===== src/rtl/qa_sim_afu_reset_seq.sv =====
// Reset/health sequencer: staggered per-channel soft-reset release, error latching,
// re-reset requests and per-channel heartbeat watchdogs. All outputs are registered.
module qa_sim_afu_reset_seq #(
  parameter int N_CHAN            = 2,
  parameter int RESET_HOLD_CYCLES = 16,
  parameter int STAGGER_CYCLES    = 4,
  parameter int WATCHDOG_CYCLES   = 1024
) (
  input  logic              CLK,
  input  logic              RST_N,
  input  logic              soft_reset_req,
  input  logic              error_in,
  input  logic [1:0]        pwr_state_in,
  input  logic [N_CHAN-1:0] chan_heartbeat,
  output logic [N_CHAN-1:0] chan_soft_reset,
  output logic              all_ready,
  output logic              error_sticky,
  output logic [N_CHAN-1:0] watchdog_expired,
  output logic [15:0]       reset_count,
  output logic [1:0]        seq_state
);

  typedef enum logic [1:0] {
    ST_HOLD    = 2'd0,
    ST_RELEASE = 2'd1,
    ST_RUN     = 2'd2,
    ST_ERROR   = 2'd3
  } seqState_t;

  localparam int LAST_EDGE = RESET_HOLD_CYCLES + (N_CHAN - 1) * STAGGER_CYCLES;
  localparam int SEQ_W     = $clog2(LAST_EDGE + 1);
  localparam int WD_W      = $clog2(WATCHDOG_CYCLES) + 1;
  localparam logic [WD_W-1:0]  WD_LIMIT  = WD_W'(WATCHDOG_CYCLES);
  localparam logic [SEQ_W-1:0] HOLD_EDGE = SEQ_W'(RESET_HOLD_CYCLES);
  localparam logic [SEQ_W-1:0] RUN_EDGE  = SEQ_W'(LAST_EDGE);

  seqState_t         state, stateNext;
  logic [SEQ_W-1:0]  seqCnt, seqCntNext, edgeNum;
  logic [N_CHAN-1:0] chanRstNext, wdFlagNext;
  logic [WD_W-1:0]   wdCnt     [N_CHAN];
  logic [WD_W-1:0]   wdCntNext [N_CHAN];
  logic              errSet, errClr, bumpCount, clearWd, runWd;

  always_comb begin
    stateNext   = state;
    seqCntNext  = seqCnt;
    chanRstNext = chan_soft_reset;
    errSet      = 1'b0;
    errClr      = 1'b0;
    bumpCount   = 1'b0;
    clearWd     = 1'b0;
    runWd       = 1'b0;
    // seqCnt holds the number of edges already spent since HOLD was entered
    edgeNum     = seqCnt + SEQ_W'(1);
    case (state)
      ST_HOLD, ST_RELEASE: begin
        if (error_in) begin
          stateNext   = ST_ERROR;
          seqCntNext  = '0;
          chanRstNext = '1;
          errSet      = 1'b1;
        end else if (state == ST_RELEASE && soft_reset_req) begin
          stateNext   = ST_HOLD;
          seqCntNext  = '0;
          chanRstNext = '1;
          clearWd     = 1'b1;
          bumpCount   = 1'b1;
        end else begin
          seqCntNext = edgeNum;
          for (int i = 0; i < N_CHAN; i++) begin
            if (edgeNum == SEQ_W'(RESET_HOLD_CYCLES + i * STAGGER_CYCLES)) chanRstNext[i] = 1'b0;
          end
          // Last-channel check first so a single channel goes HOLD -> RUN directly
          if (edgeNum == RUN_EDGE) begin
            stateNext  = ST_RUN;
            seqCntNext = '0;
          end else if (edgeNum == HOLD_EDGE) begin
            stateNext = ST_RELEASE;
          end
        end
      end
      ST_RUN: begin
        if (error_in) begin
          stateNext   = ST_ERROR;
          chanRstNext = '1;
          errSet      = 1'b1;
        end else if (soft_reset_req) begin
          stateNext   = ST_HOLD;
          seqCntNext  = '0;
          chanRstNext = '1;
          clearWd     = 1'b1;
          bumpCount   = 1'b1;
        end else begin
          runWd = 1'b1;
        end
      end
      default: begin
        // ERROR: an error_in seen together with the request is re-sampled from HOLD
        if (soft_reset_req) begin
          stateNext  = ST_HOLD;
          seqCntNext = '0;
          errClr     = 1'b1;
          clearWd    = 1'b1;
          bumpCount  = 1'b1;
        end
      end
    endcase

    for (int i = 0; i < N_CHAN; i++) begin
      wdCntNext[i]  = wdCnt[i];
      wdFlagNext[i] = watchdog_expired[i];
      if (clearWd) begin
        wdCntNext[i]  = '0;
        wdFlagNext[i] = 1'b0;
      end else if (runWd) begin
        if (chan_heartbeat[i]) begin
          wdCntNext[i] = '0;
        end else if (pwr_state_in == 2'd0 && wdCnt[i] != WD_LIMIT) begin
          wdCntNext[i] = wdCnt[i] + WD_W'(1);
        end
        if (wdCntNext[i] == WD_LIMIT) wdFlagNext[i] = 1'b1;
      end
    end
  end

  always_ff @(posedge CLK) begin
    if (!RST_N) begin
      state            <= ST_HOLD;
      seqCnt           <= '0;
      chan_soft_reset  <= '1;
      all_ready        <= 1'b0;
      error_sticky     <= 1'b0;
      watchdog_expired <= '0;
      reset_count      <= '0;
      for (int i = 0; i < N_CHAN; i++) wdCnt[i] <= '0;
    end else begin
      state            <= stateNext;
      seqCnt           <= seqCntNext;
      chan_soft_reset  <= chanRstNext;
      all_ready        <= (stateNext == ST_RUN);
      watchdog_expired <= wdFlagNext;
      for (int i = 0; i < N_CHAN; i++) wdCnt[i] <= wdCntNext[i];
      if (errSet)      error_sticky <= 1'b1;
      else if (errClr) error_sticky <= 1'b0;
      if (bumpCount && reset_count != 16'hFFFF) reset_count <= reset_count + 16'd1;
    end
  end

  assign seq_state = state;

endmodule


===== config.mk =====
export PLATFORM = sky130hd
export DESIGN_NAME = qa_sim_afu_reset_seq
export DESIGN_NICKNAME = d
export VERILOG_FILES = /design/src/rtl/qa_sim_afu_reset_seq.sv
export SDC_FILE = /design/constraint.sdc
export NUM_CORES = 1
export LEC_CHECK = 0
export BUFFER_PORTS_ARGS = -buffer_cell sky130_fd_sc_hd__clkbuf_2
export CORE_MARGIN = 10
export CORE_UTILIZATION = 43
export CTS_CLUSTER_DIAMETER = 100
export DETAILED_ROUTE_END_ITERATION = 6
export PLACE_DENSITY_LB_ADDON = 0.1
export SLEW_MARGIN = 10
export SYNTH_ARGS = -nofsm -noshare
export SYNTH_HDL_FRONTEND = slang
export SYNTH_SLANG_ARGS = --single-unit
export TNS_END_PERCENT = 20

===== constraint.sdc =====
create_clock -name CLK -period 2.37 [get_ports CLK]
set_input_delay 0.237 -clock CLK [delete_from_list [all_inputs] [get_ports CLK]]
set_output_delay 0.237 -clock CLK [all_outputs]
set_load 0.005 [all_outputs]

==> impl_metrics.yaml <==
power:
  clockPowerShare_pct: 33.5
  seqPwrFrac_pct: 57.6
  pwr-share-comb_pct: 8.8
  p_switching_mw: 0.4048
  ir_drop_mv: 0.2295
  swShare_pct: 26.53
  leakage_nw: 1.214
  power.total_mw: 1.526
  p_int_mw: 1.121
  power.density_nw_per_um2: 451.3
cts:
  path_clk_slew_ps: 100
  clkSinkCount: 51
  cts_resized: 0
  cts_hold_buf: 0
  clock_latency_ps: 310
  cts_buffer_depth: 2
  postCtsSetupBuffers: 0
  htree_levels: 2
  root_buffer: "clkbuf_8"
  numCtsBuffers: 5
  cts_tree: "yes"
critical_path:
  end_kind: "register"
  startpoint_type: "register"
  crit_fanout: 6
  worst_ep_required_time_ps: 2630
  worst_ep_arrival_time_ps: 2380
  crit_type: "reg -> reg"
outcome:
  status: "finished, final reports clean"
floorplan:
  die_area_sq_um: 10890
  die_w_um: 104.4
  num_rows: 30
  coreArea_sq_um: 6869
  start_util_pct: 44.55
  die_h_um: 104.4
  pin_count: 32
logic_synthesis:
  synth-xor-area-share_pct: 2.003
  synth_cell_types: 64
  ys_warn_count: 0
  synth_compound_area_share_pct: 23.43
  synth.yosys.seq_area_share_pct: 33.36
  syn_inst: 382
  avgSynthCellArea_sq_um: 8.012
  synth_edf_count: 0
  synth_simple_gate_area_share_pct: 31.89
  synth_fa_ha_area_share_pct: 2.780
  synth_area_sq_um: 3060
  synthFlopType: "dfxtp_1"
  synth_top_family_by_area: "simple AND/OR/NAND/NOR gates"
  ys_seq_elements: 51
  synthMuxAreaShare_pct: 1.104
  syn_nets: 396
  synthArstFlopShare_pct: 0
hold_path:
  hold_path.class: "in -> reg"
sta:
  finalCritPeriodShare_pct: 89.67
  max_freq_mhz: 470.6
  period_minus_slack_ps: 2125
  tns_ps: 0
  final_max_slew_viol_count: 0
  final-setup-viol-count: 0
  worst_slew_pin_slew_ps: 816.9
  rsz0062_at_grt: "no"
  worst_slew_margin_rel_pct: 45.48
  finalHoldViolations: 0
  finClkSkew_ps: 7.970
  holdWs_ps: 234.0
detailed_routing:
  drtIter0Drc: 107
  drtAntennaViolNets: 0
  wire_per_inst_um: 15.17
  dr.pass1.iters: 4
  drt-total-wl_um: 7691
  vias: 2916
  drc: 0
  routed_via_density: 5.751
grt:
  grt_pass1_wl_um: 12970
  grt_pass1_vias: 2727
  grt_max_degree: 23
  grt-ovfl-total: 0
  grt_usage_pct: 13.70
  antenna_found_initial: 0
final_layout:
  area_growth_pct: 10.51
  drive_above_1_share_pct: 16.06
  fin_nets: 424
  fin_util_pct: 49.24
  num_antenna_cells: 0
  fillers: 697
  stdcell_area_sq_um: 3382
place:
  gp_congestion: 0.9533
  hpwlAfterDp_um: 5565
  port-buffer-count: 31
  dpl_cell_area_sq_um: 3297
flow_run:
  maxCapViolations: 0
## flip-flops by register name (all words and copies together) (netlist names)
name	count
all_ready	1
chan_soft_reset	2
error_sticky	1
reset_count	16
seqCnt	5
seq_state	2
watchdog_expired	2
wdCnt	22
## final timing paths
| kind | from | to | slack [ps] | depth (start not counted) |
|---|---|---|---|---|
| max | wdCnt[0][1] | watchdog_expired[0] | 240 | 6 |
| min | RST_N | seq_state[0] | 230 | 2 |
| max reg2reg | wdCnt[0][1] | watchdog_expired[0] | 240 | 6 |
| min reg2reg | chan_soft_reset[1] | chan_soft_reset[1] | 470 | 2 |
## cell families after synthesis
kind of cell    count (synthesis)
compound gates                114
xor+xnor                        7
fa+ha+maj                       7
buf+inv                        33
flops                          51
mux                             3
simple gates                  167
## per-stage QoR
stage / cells / setup slack [ps]
2_1_floorplan: 382 / 418.5
3_3_place_gp: 499 / 309.6
3_5_place_dp: 499 / 282.0
4_1_cts: 507 / 248.0
5_1_grt: 507 / 44.61
6_report: 507 / 244.9
## cells in the final DEF, fill, tap and decap left out, types with 3 or more instances in the layout
| cell type | count |
|---|---|
| and2_1 | 8 |
| nand2_1 | 27 |
| xor2_1 | 6 |
| and3_1 | 7 |
| nor4_1 | 3 |
| nand3b_1 | 5 |
| o21ai_0 | 36 |
| a41oi_1 | 3 |
| nand4b_1 | 4 |
| clkbuf_2 | 31 |
| ha_1 | 6 |
| nor3_1 | 13 |
| nand2b_1 | 3 |
| a22oi_1 | 11 |
| a31oi_1 | 5 |
| nor2b_1 | 3 |
| a21oi_1 | 35 |
| inv_1 | 12 |
| buf_4 | 11 |
| nor2_1 | 36 |
| and4_1 | 3 |
| nand3_1 | 17 |
| dfxtp_1 | 51 |
| or3_1 | 14 |
| nand4_1 | 8 |
| clkbuf_8 | 5 |
## cell type report
| class | instances | area [sq um] | area share [%] |
|---|---|---|---|
| Clock buffer | 6 | 72.57 | 2.146 |
| Clock inverter | 2 | 12.51 | 0.3700 |
| Inverter | 12 | 45.04 | 1.332 |
| Multi-Input combinational cell | 298 | 1873 | 55.38 |
| Sequential cell | 51 | 1021 | 30.19 |
| Tap cell | 96 | 120.1 | 3.552 |
| Timing Repair Buffer | 42 | 237.7 | 7.029 |
## synthesized netlist by cell type, drive strengths merged, types with 8 or more instances
cell type,n,share of area [%]
o21ai,37,6.1
dfxtp,51,33
nand4,9,2.0
nor2,38,5.3
inv,12,1.5
buf,10,2.6
nor3,13,2.1
or3,14,2.9
a21oi,35,5.7
and2,8,1.6
nand2,27,3.3
a22oi,11,2.7
clkbuf,11,1.3
nand3,17,2.8
## layer usage
layer / vias up / share of wire [%] / GRT usage (%)
li1: 1479 / - / -
met1: 1369 / 48 / 18.11
met2: 64 / 47 / 21.62
met3: 4 / 4.6 / 3.222
met4: 0 / 0.61 / 3.678
met5: - / 0 / 0
## critical path, stage by stage (launching register included)
cell and delay (ps):
dfxtp_1 420, ha_1 280, nand4bb_2 210, or4_4 470
xor2_1 170, a2111oi_2 330, a32o_2 200
## power groups by stage
stage          combinational [mW]  sequential (mW)  clock, mW
3_5_place_dp                0.136            0.899          0
3_3_place_gp                0.136            0.899          0
5_1_grt                     0.151            0.883      0.565
2_1_floorplan              0.0946            0.893          0
4_1_cts                     0.137            0.879      0.533
6_report                    0.135            0.879      0.512
Power figures use the tool's default switching activity.
